`src/rtl/reg_write_arbiter.sv`:
```
// rtl/reg_write_arbiter.sv - two-requester register file write arbiter with registered write port
// Optional round-robin conflict resolution under WARB_ROUND_ROBIN_EN; otherwise load return (B) always wins.
module reg_write_arbiter #(
  parameter int DATA_W = 32,
  parameter int ADDR_W = 5
) (
  input  logic              clk,
  input  logic              reset,
  input  logic              a_valid,
  output logic              a_ready,
  input  logic [ADDR_W-1:0] a_reg,
  input  logic [DATA_W-1:0] a_data,
  input  logic              b_valid,
  output logic              b_ready,
  input  logic [ADDR_W-1:0] b_reg,
  input  logic [DATA_W-1:0] b_data,
  input  logic              hold,
  output logic              Reg_Write,
  output logic [ADDR_W-1:0] Write_Reg,
  output logic [DATA_W-1:0] Write_Data,
  input  logic [ADDR_W-1:0] q_reg,
  output logic              q_pending,
  output logic [15:0]       wr_count
);

  logic              a_wins;
  logic              open;
  logic              accept;
  logic              real_write;
  logic [ADDR_W-1:0] sel_reg;
  logic [DATA_W-1:0] sel_data;

`ifdef WARB_ROUND_ROBIN_EN
  localparam logic PREF_A = 1'b0;
  localparam logic PREF_B = 1'b1;

  logic ptr;

  assign a_wins = (ptr == PREF_A);

  // Pointer only moves on a real conflict so a lone requester never skews fairness.
  always_ff @(posedge clk) begin
    if (reset) begin
      ptr <= PREF_A;
    end else if (!hold && a_valid && b_valid) begin
      ptr <= (ptr == PREF_A) ? PREF_B : PREF_A;
    end
  end
`else
  assign a_wins = 1'b0;
`endif

  assign open    = !reset && !hold;
  assign a_ready = open && a_valid && (!b_valid || a_wins);
  assign b_ready = open && b_valid && (!a_valid || !a_wins);

  assign accept     = a_ready || b_ready;
  assign sel_reg    = a_ready ? a_reg  : b_reg;
  assign sel_data   = a_ready ? a_data : b_data;
  // Register 0 is hardwired; its writes are drained but never reach the file.
  assign real_write = accept && (sel_reg != '0);

  always_ff @(posedge clk) begin
    if (reset) begin
      Reg_Write  <= 1'b0;
      Write_Reg  <= '0;
      Write_Data <= '0;
      wr_count   <= 16'h0000;
    end else if (!hold) begin
      Reg_Write <= real_write;
      if (real_write) begin
        Write_Reg  <= sel_reg;
        Write_Data <= sel_data;
        if (wr_count != 16'hFFFF) begin
          wr_count <= wr_count + 16'h0001;
        end
      end
    end
  end

  assign q_pending = Reg_Write && (Write_Reg == q_reg) && (q_reg != '0);

endmodule

```
`config.mk`:
```
export PLATFORM = sky130hd
export DESIGN_NAME = reg_write_arbiter
export DESIGN_NICKNAME = d
export VERILOG_FILES = /design/src/rtl/reg_write_arbiter.sv
export SDC_FILE = /design/constraint.sdc
export NUM_CORES = 1
export LEC_CHECK = 0
export ABC_AREA = 1
export BUFFER_PORTS_ARGS = -buffer_cell sky130_fd_sc_hd__buf_2
export CORE_MARGIN = 2
export CORE_UTILIZATION = 42
export DETAILED_ROUTE_END_ITERATION = 10
export MAX_ROUTING_LAYER = met4
export PLACE_DENSITY = 0.77
export REMOVE_ABC_BUFFERS = 1
export SLEW_MARGIN = 15
export SYNTH_ARGS = -nofsm -noshare
export SYNTH_HDL_FRONTEND = slang
export SYNTH_SLANG_ARGS = --single-unit
```
`constraint.sdc`:
```
create_clock -name clk -period 1.45 [get_ports clk]
set_input_delay 0.145 -clock clk [delete_from_list [all_inputs] [get_ports clk]]
set_output_delay 0.145 -clock clk [all_outputs]
set_load 0.05 [all_outputs]
```
== Word-level counts from Yosys, hierarchy flattened ==
Index checks and enable logic that the tools add are counted.
Storage, ports and cells
  bits in latches: 0
  bits in writable memories: 0
  ROM bits: 0
  input bits: 84
  logic and storage cells: 25
  bits in registers: 54
  memories kept: 0
  output and inout port bits: 57
Operators by class
  magnitude comparators: 0
  muxes and demuxes: 2
  div/mod/pow operators: 0
  add/sub/neg operators: 1
  $mul: 0
  shift operators: 0
  equality and inequality tests: 2
  bitwise gates (word level): 1
  reduce and logical (&&, ||, !) cells: 15
Operator list (count)
  two-way mux 32 bit: 1
  adder 16 x 1 -> 16 bit (second input constant): 1
  != test 16 bit (second input constant): 1
  nonzero test 5 bit: 2
  logical AND 1 bit: 7
  == test 5 bit: 1
  two-way mux 5 bit: 1
  logical NOT 1 bit: 3
  AND reduction 3 bit: 1
  AND reduction 2 bit: 1
  logical OR 1 bit: 1
  NOT 1 bit: 1

== Depth between registers and ports, before layout ==
Gate-level depths: netlist (run 1).
  depth in word-level cells: 8
  mapped depth: 12
  mapped depth without buffers: 11

== Worst setup path before layout (run 1) ==
No wires, ideal clock.
  kind: reg2out
  start: register Write_Reg[2]
  end: output q_pending
  arrival time: 1908 ps
  path buffers: 0
  stages on the path, launching flop included: 5
  required time: 1305 ps
  setup slack: -603 ps
  cell sequence: dfxtp_1 > xor2_1 > nor4_1 > nand3_1 > a21oi_1
On the way
  word-level cells in the longest chain between the ends: 3
Ends and longest elaborated chain
  start, declared: line 19  | output logic [ADDR_W-1:0] Write_Reg,
  start signal, assigned: line 72  | Write_Reg <= sel_reg;
  == test 5 bit: line 81  | assign q_pending = Reg_Write && (Write_Reg == q_reg) && (q_reg != '0);
  logical AND 1 bit (2 in a row): line 81
  end, declared: line 22  | output logic q_pending,
No other way between the ends.

== Final worst setup path (run 1) ==
  start: register Write_Reg[1]
  end: output q_pending
Same word-level chain as after synthesis.

==> results of run 1 <==
per-layer routing:
layer  global-route usage, %  vias to the layer above  share of wire, %  routed length, um
met5                       -                        -                 0                  0
met4                    8.95                        0               1.9                201
met3                    4.08                       21               7.9                813
met2                    42.7                      167                51               5230
met1                    28.2                     1649                40               4090
li1                        -                     1875                 -                  -
state kept, by name (all words and copies together) (netlist names):
register and cells:
wr_count 16, Write_Data 32, Write_Reg 5, Reg_Write 1
cells in the mapped netlist, drive strengths merged:
cell and instances:
nor3b 1, o21ai 35, buf 10, inv 38
a21oi 8, clkinv 1, clkbuf 12, nand3 30
nor4 3, nor3 2, xnor2 2, nand3b 2
ha 1, nand4 4, nand2 170, nor2 106
xor2 4, dfxtp 54
power by group through the flow:
| stage | Clock (mW) | Sequential, mW | Combinational, mW |
|---|---|---|---|
| 6_report | 1.24 | 1.60 | 0.948 |
| 5_1_grt | 1.30 | 1.61 | 1.02 |
| 4_1_cts | 1.25 | 1.60 | 0.868 |
| 3_5_place_dp | 0 | 1.63 | 0.843 |
| 3_3_place_gp | 0 | 1.63 | 0.824 |
| 2_1_floorplan | 0 | 1.88 | 0.264 |
worst paths after layout:
path                                    start                     endpoint  slack (ns)  cells past startpoint
setup / recovery    Write_Reg[1]$_SDFFE_PP0P_                    q_pending       -0.21                      5
hold / removal                     a_data[18]  Write_Data[18]$_SDFFE_PP0P_        0.16                      5
setup reg to reg     wr_count[1]$_SDFFE_PP0P_    wr_count[13]$_SDFFE_PP0P_       -0.16                      9
hold reg to reg   Write_Data[13]$_SDFFE_PP0P_  Write_Data[13]$_SDFFE_PP0P_        0.49                      2
cell families after synthesis:
family                   count (synthesis)  synth area share [%]
AND/OR/NAND/NOR                        318                  44.3
AO/OA/AOI/OAI                           43                  7.35
flip-flops                              54                  36.9
adder cells (fa/ha/maj)                  1                 0.427
buffers and inverters                   61                  9.15
XOR/XNOR                                 6                  1.80
area by class of cell:
cell class | instances | area [um2] | area share, %
Timing Repair Buffer | 195 | 1200 | 25.7
Clock buffer | 6 | 82.6 | 1.77
Sequential cell | 54 | 1090 | 23.4
Multi-Input combinational cell | 376 | 1980 | 42.3
Inverter | 39 | 158 | 3.37
Tap cell | 80 | 100 | 2.14
Clock inverter | 2 | 60.1 | 1.28
per-stage QoR:
stage               instances  hold slack, ns  power [mW]  worst slack [ns]  utilization, %
floorplan                 461           0.214        2.15            -0.776               -
global placement          726           0.458        2.45            -0.528            58.4
detailed placement        726           0.469        2.47            -0.664            58.4
CTS                       737           0.159        3.72            -0.224            63.0
global route              752           0.170        3.94            -0.285            69.2
finish                    752           0.159        3.79            -0.211            69.2
what timing repair did:
item | CTS | global route
resized for setup | 41 | 66
cloned | 2 | 6
pin swaps | 14 | 52
hold buffers | 0 | 0
setup buffers | 1 | 9
setup endpoints to repair | 51 | 54
worst min-delay path, delay by kind of cell:
kind            cells  cell delay (ns)
simple gates        3             0.16
buf+inv             1             0.07
compound gates      1             0.06
==> impl_metrics.yaml, run 1 <==
layout:
  drive_gt1_share_pct: 41.8
  fin_area_mm2: 0.00467
  final_common_cell: "nand2_1"
  mostFrequentLayoutCells: "nand2_1, buf_2, nor2_1"
  finalNetCount: 756
  area_delta_synth_final_pct: 59.7
  fill_cells: 577
  diodes: 0
detailed_routing:
  antenna_left: 0
  wl_per_cell_um: 13.7
  firstDrtPassIters: 4
  via_per_inst: 4.94
  drt_iter0_drc: 186
  drcViolationCount: 0
  routed-via-count: 3712
  wl_um: 10300
floorplan:
  core-area_mm2: 0.00676
  fp.dieW_um: 87.5
  die_area_mm2: 0.00765
  design.portCount: 141
  rows: 30
  die_height_um: 87.5
  start_util_pct: 43.3
power_and_ir_drop:
  p_comb_share_pct: 25.0
  pwr-share-clk_pct: 32.7
  seq_power_share_pct: 42.3
  p_sw_share_pct: 30.9
  leakage_nw: 2.40
  p_per_area_mw_per_mm2: 811
  internal_power_mw: 2.62
  ir_drop_v: 0.000419
  p_switching_mw: 1.17
global_routing:
  grtUsageTotal_pct: 24.5
  grt_pass1_wl_um: 14600
  grt-ovfl-total: 0
  grt_max_degree: 38
  antenna_found_initial: 0
  grt_pass1_vias: 3362
synthesis:
  ys_ff_latch: 54
  synthDistinctLibCells: 27
  syn_area_mm2: 0.00293
  synth_top_area_share_pct: 36.9
  synth_cells: 483
  yosys_warnings: 0
  syn_avg_cell_area_um2: 6.06
  ys_seq_area_share_pct: 36.9
  synthTopCellsByArea: "dfxtp_1, nand2_1, nor2_1"
  synth_top_area_cell: "dfxtp_1"
sta:
  post-route-min-period_ns: 1.66
  fmax_mhz: 602
  setup_viol: 13
  period_share_pct: 115
  tightest_slew_ns: 0.479
  hold_violations: 0
  finalSetupTns_ns: -0.864
  fin_ws_ns: -0.211
  finClkSkew_ns: 0.00518
  rsz0062_at_grt: "yes"
  slew_violations: 0
  slew_headroom_pct: 68.0
worst_setup_path:
  crit_path_top_delay_cell: "dfxtp_2"
  path_class: "reg2out"
  cp-end-kind: "output pin"
  critPathTopFamily: "simple AND/OR/NAND/NOR gates"
  critPathArrivalTime_ns: 1.52
  required_ns: 1.31
  worstPathCellList: "xor2_1, nor4_1, nand3_1, a21oi_2, buf_6"
  critPathBufInv: 1
  critPathMaxFanout: 2
  start_kind: "flip-flop"
  max_stage_delay_ns: 0.33
min_path:
  min_path_type: "in2reg"
clock_tree:
  cts_buffers: 5
  cts_buffer_depth: 2
  worstSkewPairLatency_ns: 0.31
  cts-root-buf: "clkbuf_8"
  cts_tree: "done"
  cts.clk_slew.worst_paths_ns: 0.09
  clock_sinks: 54
  cts_max_level: 2
placed_design:
  globalplace.congestion: 0.904
  dpl_cell_area_mm2: 0.00395
  place_hpwl_um: 6380
  io_buffers: 140
run_status:
  status: "finished with violations"
  violations: "negative setup slack"
run:
  maxCapViolCount: 0
No activity file was read; power rests on OpenSTA's default activity.
==> run 2, diff against run 1 <==
--- a/config.mk
+++ b/config.mk
@@ -5,13 +5,14 @@
 export SDC_FILE = /design/constraint.sdc
 export NUM_CORES = 1
 export LEC_CHECK = 0
-export ABC_AREA = 1
 export BUFFER_PORTS_ARGS = -buffer_cell sky130_fd_sc_hd__buf_2
+export CORE_ASPECT_RATIO = 1.1
 export CORE_MARGIN = 2
-export CORE_UTILIZATION = 42
+export CORE_UTILIZATION = 40
 export DETAILED_ROUTE_END_ITERATION = 10
+export GPL_TIMING_DRIVEN = 0
 export MAX_ROUTING_LAYER = met4
-export PLACE_DENSITY = 0.77
+export PLACE_DENSITY = 0.76
 export REMOVE_ABC_BUFFERS = 1
 export SLEW_MARGIN = 15
 export SYNTH_ARGS = -nofsm -noshare
==> run 2 against run 1 <==
The run still ends with negative setup slack left. Flip-flop and latch count stayed put. Sequential power hardly changed. Synthesized cell count is 40% lower. Hold slack worse by 0.066 ns. Utilization is 2.0 points lower. Setup slack worse by 0.16 ns. Non-clock buffer count is 18 lower. Global-route usage is 0.053 points higher. Largest power group unchanged. Total power is 7.8% lower. Combinational power is 8.4% lower. Fmax is 8.7% lower. Critical path type is now reg2reg.
==> impl_metrics.yaml, run 2 <==
floorplan:
  design.portCount: 141
  start_util_pct: 42.0
  die_height_um: 88.8
  core-area_mm2: 0.00623
  rows: 30
  die_area_mm2: 0.00720
  fp.dieW_um: 81.1
global_routing:
  grt_pass1_vias: 2761
  grt-ovfl-total: 0
  grt_max_degree: 33
  grtUsageTotal_pct: 24.6
  antenna_found_initial: 0
  grt_pass1_wl_um: 13200
min_path:
  min_path_type: "in2reg"
synthesis:
  synthDistinctLibCells: 41
  syn_avg_cell_area_um2: 9.08
  ys_ff_latch: 54
  synth_top_area_cell: "dfxtp_1"
  synth_common_cells: "dfxtp_1, nor2_1, mux2i_1"
  syn_area_mm2: 0.00262
  synth-edff-count: 0
  ys_seq_area_share_pct: 41.3
  synth-main-ff-cell: "dfxtp_1"
  async_flop_share_pct: 0
  synthMostInstantiatedCell: "dfxtp_1"
  synth_top_area_share_pct: 41.3
  synthTopCellsByArea: "dfxtp_1, mux2i_1, a211oi_1"
  yosys_warnings: 0
  synth_cells: 288
worst_setup_path:
  critPathMaxFanout: 2
  required_ns: 1.69
  path_class: "reg2reg"
  cp-end-kind: "flip-flop"
  start_kind: "flip-flop"
  critPathArrivalTime_ns: 2.06
sta:
  slew_violations: 0
  rsz0062_at_grt: "yes"
  slew_headroom_pct: 52.0
  fin_ws_ns: -0.369
  fmax_mhz: 550
  tightest_slew_ns: 0.712
  post-route-min-period_ns: 1.82
  period_share_pct: 125
  finClkSkew_ns: 0.00862
  setup_viol: 17
  hold_violations: 0
  finalSetupTns_ns: -3.93
layout:
  reg.largest.list: "Write_Data x32, wr_count x16, Write_Reg x5"
  finalNonFillerCells: 534
  post-route-util_pct: 67.2
  drive_gt1_share_pct: 55.1
  final_common_cell: "buf_2"
  diodes: 0
  area_delta_synth_final_pct: 60.0
  largest_register_ffs: 32
  finalNetCount: 539
  top_register: "Write_Data"
  fill_cells: 492
  mostFrequentLayoutCells: "buf_2, nor2_1, mux2i_1"
clock_tree:
  cts_max_level: 2
  cts_buffer_depth: 2
  clock_sinks: 54
  cts_tree: "done"
  worstSkewPairLatency_ns: 0.31
  ctsHoldBuffers: 0
  cts_buffers: 5
  cts.clk_slew.worst_paths_ns: 0.10
  cts-root-buf: "clkbuf_8"
placed_design:
  place_hpwl_um: 4940
  dp.cells: 491
  io_buffers: 140
  globalplace.congestion: 0.817
power_and_ir_drop:
  leakage_nw: 1.75
  ir_drop_v: 0.000448
  p_per_area_mw_per_mm2: 834
detailed_routing:
  via_per_inst: 5.62
  wl_per_cell_um: 17.0
  drt_iter0_drc: 176
  firstDrtPassIters: 5
  drcViolationCount: 0
  antenna_left: 0
  routed-via-count: 2999
  wl_um: 9090
run_status:
  status: "finished with violations"
  violations: "negative setup slack"
run:
  maxCapViolCount: 0
==> run 2: cell types whose count changed after synthesis, sizes merged, moves of 6 or more <==
| cell | previous run | this run |
|---|---|---|
| inv | 38 | 3 |
| a21oi | 8 | 18 |
| nand2 | 170 | 9 |
| or4 | 0 | 11 |
| a211oi | 0 | 33 |
| o21ai | 35 | 6 |
| nand3 | 30 | 5 |
| nor2 | 106 | 46 |
| mux2i | 0 | 38 |
| o31ai | 0 | 6 |
==> run 2: per-layer routing <==
metal  vias to the layer above  part of all wire, %  routed length, um  GRT usage [%]
li1                       1410                    -                  -              -
met1                      1378                   39               3570           27.7
met4                         0                  2.6                238           11.9
met5                         -                    0                  0              -
met2                       184                   50               4540           41.2
met3                        27                  8.1                736           5.31
==> run 2: what timing repair did <==
action                     CTS  global route
gates cloned                 5             0
setup buffers               27             6
gates resized for setup     72            31
setup endpoints to repair   57            45
pin swaps                   24             8
==> run 2: worst paths after layout <==
kind,start,end,slack (ns),cells after the start
worst max-delay path,wr_count[2]$_SDFFE_PP0P_,wr_count[14]$_SDFFE_PP0P_,-0.37,5
worst min-delay path,reset,Write_Data[4]$_SDFFE_PP0P_,0.09,2
worst max register to register,wr_count[2]$_SDFFE_PP0P_,wr_count[14]$_SDFFE_PP0P_,-0.37,5
worst min register to register,Reg_Write$_SDFFE_PP0N_,Reg_Write$_SDFFE_PP0N_,0.49,2
==> run 2: cell type report <==
cell class / instances / area (um2) / share of cell area, %
clock inverter: 1 / 30.0 / 0.717
inverter: 3 / 11.3 / 0.269
sequential: 54 / 1130 / 26.9
tap: 80 / 100 / 2.39
timing repair buffer: 177 / 1140 / 27.1
multi-input combinational: 213 / 1700 / 40.6
clock buffer: 6 / 82.6 / 1.97
==> run 2: metrics by stage <==
| stage | power [mW] | cell area (um2) | hold slack [ns] | worst slack [ns] |
|---|---|---|---|---|
| 2_1_floorplan | 2.10 | 2510 | 0.214 | -3.03 |
| 3_3_place_gp | 2.34 | 3310 | 0.455 | -4.06 |
| 3_5_place_dp | 2.37 | 3380 | 0.466 | -1.49 |
| 4_1_cts | 3.48 | 4010 | 0.0958 | -0.283 |
| 5_1_grt | 3.64 | 4190 | 0.0864 | -0.407 |
| 6_report | 3.49 | 4190 | 0.0928 | -0.369 |
==> run 2: cells by family after synthesis <==
| logic type | synth area share [%] |
|---|---|
| adder cells (fa/ha/maj) | 0.478 |
| buffers and inverters | 4.31 |
| multiplexers | 14.5 |
| flip-flops | 41.3 |
| AO/OA/AOI/OAI | 19.3 |
| AND/OR/NAND/NOR | 18.0 |
| XOR/XNOR | 2.01 |
==> run 2: critical path: stages (launching register included) <==
cell and delay, ns:
dfxtp_4 0.37, and4_4 0.25, nand2_4 0.06, or4_4 0.43, or4_4 0.50, a21oi_2 0.14
==> run 2: where the power goes <==
part	total, mW	switching, mW	leakage [nW]	internal, mW
logic	0.868	0.547	1.24	0.321
registers	1.59	0.0440	0.453	1.54
clock network	1.04	0.485	0.0573	0.553
